--- src/rtl/spi_ss_ctrl_multi.sv ---
// spi_ss_ctrl_multi: SPI master slave-select and frame-timing controller with queued start, gap and continuous mode
//   PCLK, PRESETn      : clock, asynchronous active-low reset
//   mstr, spiswai      : enable qualifiers (block runs when mstr=1, spiswai=0)
//   spi_mode           : 00/01 operating, 10/11 disabled
//   send_data, ss_sel  : one-cycle start request and target slave index
//   frame_len          : bits per frame, clamped to 4..16
//   baud_rate_divisor  : SCK half-period in PCLK cycles (0 treated as 1)
//   gap_cycles         : SS-high cycles between non-continuous frames
//   cont_mode          : keep SS low across back-to-back frames to the same slave
//   ss_n               : active-low slave selects
//   tip, busy          : transfer in progress, controller busy
//   receive_data       : one-cycle frame-complete strobe
//   sel_err            : one-cycle strobe for a request with ss_sel >= NUM_SS
module spi_ss_ctrl_multi #(
  parameter int NUM_SS = 4,
  parameter int SEL_W  = 2,
  parameter int BRD_W  = 12,
  parameter int GAP_W  = 4
) (
  input  logic              PCLK,
  input  logic              PRESETn,
  input  logic              mstr,
  input  logic              spiswai,
  input  logic [1:0]        spi_mode,
  input  logic              send_data,
  input  logic [SEL_W-1:0]  ss_sel,
  input  logic [4:0]        frame_len,
  input  logic [BRD_W-1:0]  baud_rate_divisor,
  input  logic [GAP_W-1:0]  gap_cycles,
  input  logic              cont_mode,
  output logic [NUM_SS-1:0] ss_n,
  output logic              tip,
  output logic              busy,
  output logic              receive_data,
  output logic              sel_err
);
  localparam int CW = BRD_W + 6;
  typedef enum logic [1:0] {IDLE, ACTIVE, GAP} state_t;
  state_t state, state_n;
  logic [CW-1:0] count, count_n, tgt, tgt_n;
  logic [GAP_W-1:0] gcount, gcount_n, gap, gap_n;
  logic [SEL_W-1:0] cur_sel, cur_sel_n, pend_sel, pend_sel_n, nxt_sel;
  logic pending, pending_n, cont, cont_n, rd_n, err_n;
  logic en, req, bad, good, fin, gfin, start;
  logic [NUM_SS-1:0] ss_n_n;
  logic [4:0] l_eff;
  logic [BRD_W-1:0] d_eff;
  always_comb begin
    en = mstr & ~spiswai & ~spi_mode[1];
    l_eff = frame_len < 5'd4 ? 5'd4 : frame_len > 5'd16 ? 5'd16 : frame_len;
    d_eff = baud_rate_divisor == '0 ? BRD_W'(1) : baud_rate_divisor;
    req = en & send_data;
    bad = req & (32'(ss_sel) >= NUM_SS);
    good = req & ~bad;
    fin = state == ACTIVE && count == tgt - 1'b1;
    gfin = state == GAP && gcount == gap - 1'b1;
    // A queued request takes priority over a fresh one arriving on the same edge
    nxt_sel = pending ? pend_sel : ss_sel;
    start = (state == IDLE && (pending || good)) || (gfin && pending) ||
            (fin && (pending || good) && cont && nxt_sel == cur_sel);
    state_n = !en ? IDLE : start ? ACTIVE : fin ? (gap != '0 ? GAP : IDLE) : gfin ? IDLE : state;
    count_n = state_n == ACTIVE && !start ? count + 1'b1 : '0;
    gcount_n = state_n == GAP && state == GAP ? gcount + 1'b1 : '0;
    pending_n = en && !start && (pending || good);
    pend_sel_n = good && !pending ? ss_sel : pend_sel;
    cur_sel_n = start ? nxt_sel : cur_sel;
    tgt_n = start ? (CW'(d_eff) * CW'(l_eff)) << 1 : tgt;
    gap_n = start ? gap_cycles : gap;
    cont_n = start ? cont_mode : cont;
    ss_n_n = state_n == ACTIVE ? ~(NUM_SS'(1) << cur_sel_n) : '1;
    rd_n = en & fin;
    err_n = bad;
  end
  always_ff @(posedge PCLK or negedge PRESETn) begin
    if (!PRESETn) begin
      state <= IDLE;
      count <= '0;
      gcount <= '0;
      tgt <= '0;
      gap <= '0;
      cur_sel <= '0;
      pend_sel <= '0;
      pending <= 1'b0;
      cont <= 1'b0;
      ss_n <= '1;
      receive_data <= 1'b0;
      sel_err <= 1'b0;
    end else begin
      state <= state_n;
      count <= count_n;
      gcount <= gcount_n;
      tgt <= tgt_n;
      gap <= gap_n;
      cur_sel <= cur_sel_n;
      pend_sel <= pend_sel_n;
      pending <= pending_n;
      cont <= cont_n;
      ss_n <= ss_n_n;
      receive_data <= rd_n;
      sel_err <= err_n;
    end
  end
  assign tip = ~&ss_n;
  assign busy = state != IDLE || pending;
endmodule

--- config.mk ---
export PLATFORM = sky130hd
export DESIGN_NAME = spi_ss_ctrl_multi
export DESIGN_NICKNAME = d
export VERILOG_FILES = /design/src/rtl/spi_ss_ctrl_multi.sv
export SDC_FILE = /design/constraint.sdc
export NUM_CORES = 1
export LEC_CHECK = 0
export CORE_ASPECT_RATIO = 0.7
export CORE_MARGIN = 2
export CORE_UTILIZATION = 60
export CTS_CLUSTER_DIAMETER = 80
export DETAILED_ROUTE_END_ITERATION = 12
export PLACE_DENSITY = 0.82
export SYNTH_ARGS = -nofsm -noshare
export SYNTH_HDL_FRONTEND = slang
export SYNTH_SLANG_ARGS = --single-unit
--- constraint.sdc ---
create_clock -name PCLK -period 3.15 [get_ports PCLK]
set_input_delay 0.63 -clock PCLK [delete_from_list [all_inputs] [get_ports PCLK]]
set_output_delay 0.63 -clock PCLK [all_outputs]
set_load 0.03 [all_outputs]
==> impl_results.md, run 1 <==
- Outcome: finished with violations
- Failing checks: setup timing
- Hold WC Path Type: primary input to async pin
- # DRC: 0
- Final antenna-violating net count: 0
- Largest net degree at the start of global routing: 35
- Setup TNS: -9810 ps
- I/O Pins: 39
- DR WL/cell: 18.5 um
- CTS Root Cell: clkbuf_16
- Count of pins over their slew limit: 0
- CP Class: primary input to flip-flop
- Initial antenna violation count: 0
- Slew @ Worst Pin: 810 ps
- Crit. End Element: flip-flop
- Startpoint types: primary input
- Cells after synthesis: 547
- Initial Utilization: 0.625
- CTS tree: yes
- Net count, final: 746
- Wirelength, routed: 14000 um
- Total power: 0.00287 W
- Starting DRT DRC Count: 414
- Port bufs: 36
- Cell taking the most area after synthesis: dfrtp_1
- Tmin final: 4270 ps
- Clk sinks: 56
- Mux contribution to synthesized area: 0.0265
- Final Hold Viols: 0
- RePlAce Congestion: 0.911
- Warnings, synthesis: 0
- R2r startpoint: tgt[1]
- Unique masters post-synth: 64
- Area grow syn2layout: 33.0%
- CORE AREA: 0.00794 sq mm
- Share of the synthesized area in the top cell type: 0.262
- FP Rows: 27
- Mean Syn Cell Area: 9.07 sq um
- Syn nets: 637
- XOR/XNOR Fraction of Synth Area: 0.0971
- Total congestion overflow: 0
- Post-synth top cells: dfrtp_1, inv_1, nor2_1
- DR vias/cell: 6.10
- Clk_skew: 5.14 ps
- Maximum clock path buffer count: 2
- Total track usage: 0.297
- Crit path launch: frame_len[4]
- Vias: 4624
- Post-synthesis simple-gate area fraction: 0.241
- Worst EP required: 3330 ps
- Pwr Density: 435 mW/mm^2
- Clk_lat worst skew: 290 ps
- Max-capacitance violation count: 0
- CTS H-tree lvls: 2
- Static leakage: 2.98 nW
- Die width: 113 um
- Final Cycle Share: 1.36
- Worst-path maximum fanout: 5
- Cts bufs inserted: 5
- Die area: 0.00902 sq mm
- First-pass GRT wire length: 21400 um
- Share of synthesized cell area in full adder, half adder and majority cells: 0.194
- Synth Flop Type: dfrtp_1
- Main combinational cell family by area after synthesis: simple AND/OR/NAND/NOR gates
- Fraction of layout instances using a drive strength above 1: 0.285
- Number of synthesized flops with an enable pin: 0
- Area of the mapped netlist: 0.00496 sq mm
- Async SR Flop Fraction: 1.00
- RSZ-0062 raised after global routing: yes
- Peak supply drop: 0.000328 V
- Reg clk slew, reported paths: 70 ps
- WP data arrival: 4450 ps
- F_max: 0.234 GHz
- Setup Viol. Count Final: 13
- Hold bufs inserted after CTS: 0
- Synth top area cells: dfrtp_1, fa_1, ha_1
- Top-count cell post-synth: dfrtp_1
- Die Y: 80.1 um
- Yosys reg bits: 56
- Diode count: 0
- Vias in the first global route: 4495
- Synth Area in Compound Gates: 0.103
- Worst Slack Setup Final: -1120 ps
- Seq/Total Area, Yosys: 0.284
- Slew headroom: 0.456
- First-pass DRT Iterations: 5
- HPWL Detailed: 9630 um
[cell usage in the layout, fill, tap and decap left out, types with 6 or more instances in the layout]
master,count
buf_6,12
mux2_2,8
inv_1,44
nand3_1,17
nor3_1,10
buf_4,68
clkbuf_16,6
nand4_1,6
inv_2,7
ha_1,20
and2_1,25
xnor2_1,25
nor2_1,49
fa_1,29
dfrtp_1,52
o21ai_0,9
clkdlybuf4s50_1,20
xor2_1,27
ha_4,8
and2_4,6
nand2_1,31
and3_1,22
nand2b_1,7
a21oi_1,22
[routing by layer]
metal / vias to the layer above / track usage / wire length (um)
li1: 2084 / - / -
met1: 2291 / 0.426 / 6050
met2: 211 / 0.484 / 6660
met3: 38 / 0.0423 / 1030
met4: 0 / 0.0695 / 294
met5: - / 0 / 0
[final cells by class]
cell class,instances,area [sq um]
Tap cell,101,126
Timing Repair Buffer,117,1030
Sequential cell,56,1410
Clock inverter,1,7.51
Inverter,51,191
Multi-Input combinational cell,425,3690
Clock buffer,7,143
Fill cell,425,1340
[state kept, by name, indices dropped and copies added, names as in the netlist]
| name | cells |
|---|---|
| cont | 1 |
| count | 18 |
| cur_sel | 2 |
| gap | 4 |
| gcount | 4 |
| pend_sel | 2 |
| pending | 1 |
| receive_data | 1 |
| ss_n | 4 |
| state | 2 |
| tgt | 17 |
[where the power goes]
part	leakage (nW)	switching, W	internal [W]
Sequential	0.709	0.000149	0.000822
Combinational	2.20	0.000689	0.000636
Clock	0.0701	0.000253	0.000317
[kinds of logic (layout without fill, tap and decap cells)]
family	count (synthesis)	count (layout)
mux	12	12
fa+ha+maj	59	59
xor+xnor	55	55
flops	56	56
buf+inv	66	176
other cells	1	1
simple gates	219	219
compound gates	79	79
[timing repair]
item | CTS | global route
setup buffers | 7 | 7
setup endpoints to repair | 19 | 22
cloned | 0 | 1
pin swaps | 60 | 38
gates resized for setup | 90 | 32
[final timing paths]
| check | end | slack, ps | cells past startpoint |
|---|---|---|---|
| worst max-delay path | tgt[16] | -1120 | 18 |
| worst min-delay path | count[1] | 310 | 1 |
| worst max register to register | tgt[16] | -40 | 10 |
| worst min register to register | gcount[0] | 520 | 1 |
| max in group asynchronous | ss_n[3] | 1980 | 2 |
| min in group PCLK | gcount[0] | 520 | 1 |
[critical path: stages]
cell and delay, ps:
clkbuf_2 90, buf_6 130, a21oi_4 210, buf_6 140, nand2_2 50, fa_1 560
fa_1 440, fa_1 530, inv_2 50, ha_4 170, a211oi_4 270, o21ai_2 130
a31oi_4 190, nor2b_2 80, o21ai_2 190, a21oi_2 100, and4b_1 190, o32a_1 290
[metrics by stage]
| stage | std cells | util | setup WS (ps) | hold WS, ps | instance area [sq um] |
|---|---|---|---|---|---|
| 6_report | 758 | 0.831 | -1120 | 311 | 6600 |
| 5_1_grt | 758 | 0.831 | -1240 | 363 | 6600 |
| 4_1_cts | 750 | 0.806 | -1090 | 331 | 6390 |
| 3_5_place_dp | 736 | 0.758 | -1910 | 510 | 6020 |
| 3_3_place_gp | 736 | 0.758 | -1750 | 491 | 6020 |
| 2_1_floorplan | 547 | - | -1080 | 334 | 5090 |
Note: power is estimated with default switching activity, not from simulation.
==> inputs of run 2 (changes only) <==
SKIP_LAST_GASP = 1   (was default)
==> run 2 against run 1 <==
- die area did not move
- hold slack improved by 14 ps
- non-clock buffer count did not move
- via count rose by 1.1%
- clock skew rose by 0.62 ps
- critical path type unchanged
- sequential share of layout area barely moved
- register-to-register slack improved by 40 ps
- clock power barely moved
- cell count did not move
- maximum frequency fell by 1.6%
- the run still ends with setup timing left
- largest cell class unchanged
==> impl_results.md, run 2 (synthesized netlist as in run 1, its figures left out) <==
- Slew headroom: 0.447 (was 0.456)
- FP Rows: 27 (unchanged)
- Worst-path maximum fanout: 3 (was 5)
- Peak supply drop: 0.000329 V (was 0.000328 V)
- Final antenna-violating net count: 0 (unchanged)
- Diode count: 0 (unchanged)
- Cell area after layout: 0.00659 sq mm (was 0.00660 sq mm)
- Reg clk slew, reported paths: 70 ps (about the same)
- Initial antenna violation count: 0 (unchanged)
- CTS Root Cell: clkbuf_16 (unchanged)
- Net Sw Frac: 0.380 (was 0.381)
- Crit path launch: baud_rate_divisor[7] (was frame_len[4])
- Vias: 4674 (was 4624)
- Worst EP required: 3320 ps (was 3330 ps)
- Post-Place Worst Slack: -1910 ps (unchanged)
- Wirelength, routed: 14200 um (was 14000 um)
- CORE AREA: 0.00794 sq mm (unchanged)
- Most common cell after layout, fill and taps aside: buf_4 (unchanged)
- Max-capacitance violation count: 0 (unchanged)
- Final Cycle Share: 1.38 (was 1.36)
- Initial Utilization: 0.625 (unchanged)
- Starting DRT DRC Count: 457 (was 414)
- First-pass DRT Iterations: 5 (unchanged)
- Cell internal pwr: 0.00177 W (was 0.00178 W)
- # DRC: 0 (unchanged)
- I/O Pins: 39 (unchanged)
- Port bufs: 36 (unchanged)
- Largest net degree at the start of global routing: 35 (unchanged)
- Clk sinks: 56 (unchanged)
- Psw: 0.00109 W (about the same)
- First-pass GRT wire length: 21300 um (was 21400 um)
- RePlAce Congestion: 0.911 (unchanged)
- Static leakage: 2.98 nW (about the same)
- F_max: 0.231 GHz (was 0.234 GHz)
- Outcome: finished with violations (unchanged)
- Commonest non-fill, non-tap cells in the layout: buf_4, dfrtp_1, nor2_1, inv_1, nand2_1 (unchanged)
- Clk_skew: 5.76 ps (was 5.14 ps)
- Pwr Density: 434 mW/mm^2 (was 435 mW/mm^2)
- HPWL Detailed: 9630 um (unchanged)
- CTS H-tree lvls: 2 (unchanged)
- Area grow syn2layout: 32.8% (was 33.0%)
- Crit. End Element: flip-flop (unchanged)
- Total power: 0.00286 W (was 0.00287 W)
- Count of pins over their slew limit: 0 (unchanged)
- DR WL/cell: 18.8 um (was 18.5 um)
- Cts bufs inserted: 5 (unchanged)
- Tmin final: 4340 ps (was 4270 ps)
- Total congestion overflow: 0 (unchanged)
- Largest Register: count (unchanged)
- Setup Viol. Count Final: 14 (was 13)
- R2r startpoint: tgt[2] (was tgt[1])
- Final Hold Viols: 0 (unchanged)
- DR vias/cell: 6.17 (was 6.10)
- Worst Slack Setup Final: -1190 ps (was -1120 ps)
- Fraction of layout instances using a drive strength above 1: 0.283 (was 0.285)
- Largest regs: count: 18 flops, tgt: 17 flops (unchanged)
- Vias in the first global route: 4476 (was 4495)
- Slew @ Worst Pin: 824 ps (was 810 ps)
- WP data arrival: 4510 ps (was 4450 ps)
- Net count, final: 746 (unchanged)
- Hold WC Path Type: primary input to async pin (unchanged)
- Clock power frac: 0.199 (about the same)
- RSZ-0062 raised after global routing: yes (unchanged)
- Die area: 0.00902 sq mm (unchanged)
- Reg power frac: 0.340 (was 0.339)
- Placed instance area: 0.00602 sq mm (unchanged)
- Die width: 113 um (unchanged)
- Startpoint types: primary input (unchanged)
- Number of flip-flops in the largest register: 18 (unchanged)
- Total track usage: 0.295 (was 0.297)
- CTS tree: yes (unchanged)
- CP Class: primary input to flip-flop (unchanged)
- Logic pwr share: 0.461 (was 0.462)
- Clk_lat worst skew: 290 ps (about the same)
- Die Y: 80.1 um (unchanged)
- Failing checks: setup timing (unchanged)
- Maximum clock path buffer count: 2 (unchanged)
==> run 2: changes by cell type in the layout (fill, tap and decap cells not counted) <==
cell and delta:
o21ai_1 +1, o21ai_4 -1
==> run 2: power by group through the flow <==
stage / Sequential [W] / Clock (W) / Combinational, W
final: 0.000972 / 0.000570 / 0.00132
after global routing: 0.000979 / 0.000603 / 0.00142
after CTS: 0.000958 / 0.000573 / 0.00119
after detailed placement: 0.000970 / 0 / 0.00111
after global placement: 0.000962 / 0 / 0.00105
after floorplan: 0.000931 / 0 / 0.000755
==> run 2: worst max-delay path, stage by stage <==
cell and delay (ps):
buf_6 100, nor4_4 320, a31oi_2 140, nand2b_4 160
fa_1 500, fa_1 440, fa_1 530, inv_2 50
ha_4 170, a211oi_4 270, o21ai_2 130, a31oi_4 190
nor2b_2 80, o21ai_2 190, a21oi_2 100, and4b_1 200
o32a_1 300
==> run 2: worst paths after layout <==
path / end / cells past startpoint / slack (ps)
min in group PCLK: gcount[0] / 1 / 520
max reg2reg: tgt[16] / 11 / 0
min reg2reg: gcount[0] / 1 / 520
max in group asynchronous: ss_n[2] / 2 / 1950
max: tgt[16] / 17 / -1190
min: count[1] / 1 / 330
==> run 2: cell type report <==
type / instances / area [sq um]
multi-input combinational: 425 / 3680
inverter: 51 / 191
tap: 101 / 126
clock buffer: 7 / 143
timing repair buffer: 117 / 1030
clock inverter: 1 / 7.51
sequential: 56 / 1410
fill: 433 / 1350
==> run 2: repair_timing <==
action / CTS / global route
resized for setup: 89 / 31
setup endpoints to repair: 19 / 22
pin swaps: 60 / 34
gates cloned: 0 / 1
hold buffers: 0 / 0
setup buffers: 7 / 7
==> run 2: metal layers <==
layer / GRT usage / part of all wire
met5: 0 / 0
met4: 0.0671 / 0.020
met3: 0.0423 / 0.070
met2: 0.479 / 0.48
met1: 0.425 / 0.43
==> run 2: metrics by stage <==
stage,util,setup TNS (ps),hold WS (ps),instances
2_1_floorplan,-,-8710,334,547
3_3_place_gp,0.758,-18840,491,736
3_5_place_dp,0.758,-20530,510,736
4_1_cts,0.805,-9640,331,750
5_1_grt,0.829,-11880,368,758
6_report,0.829,-10400,325,758
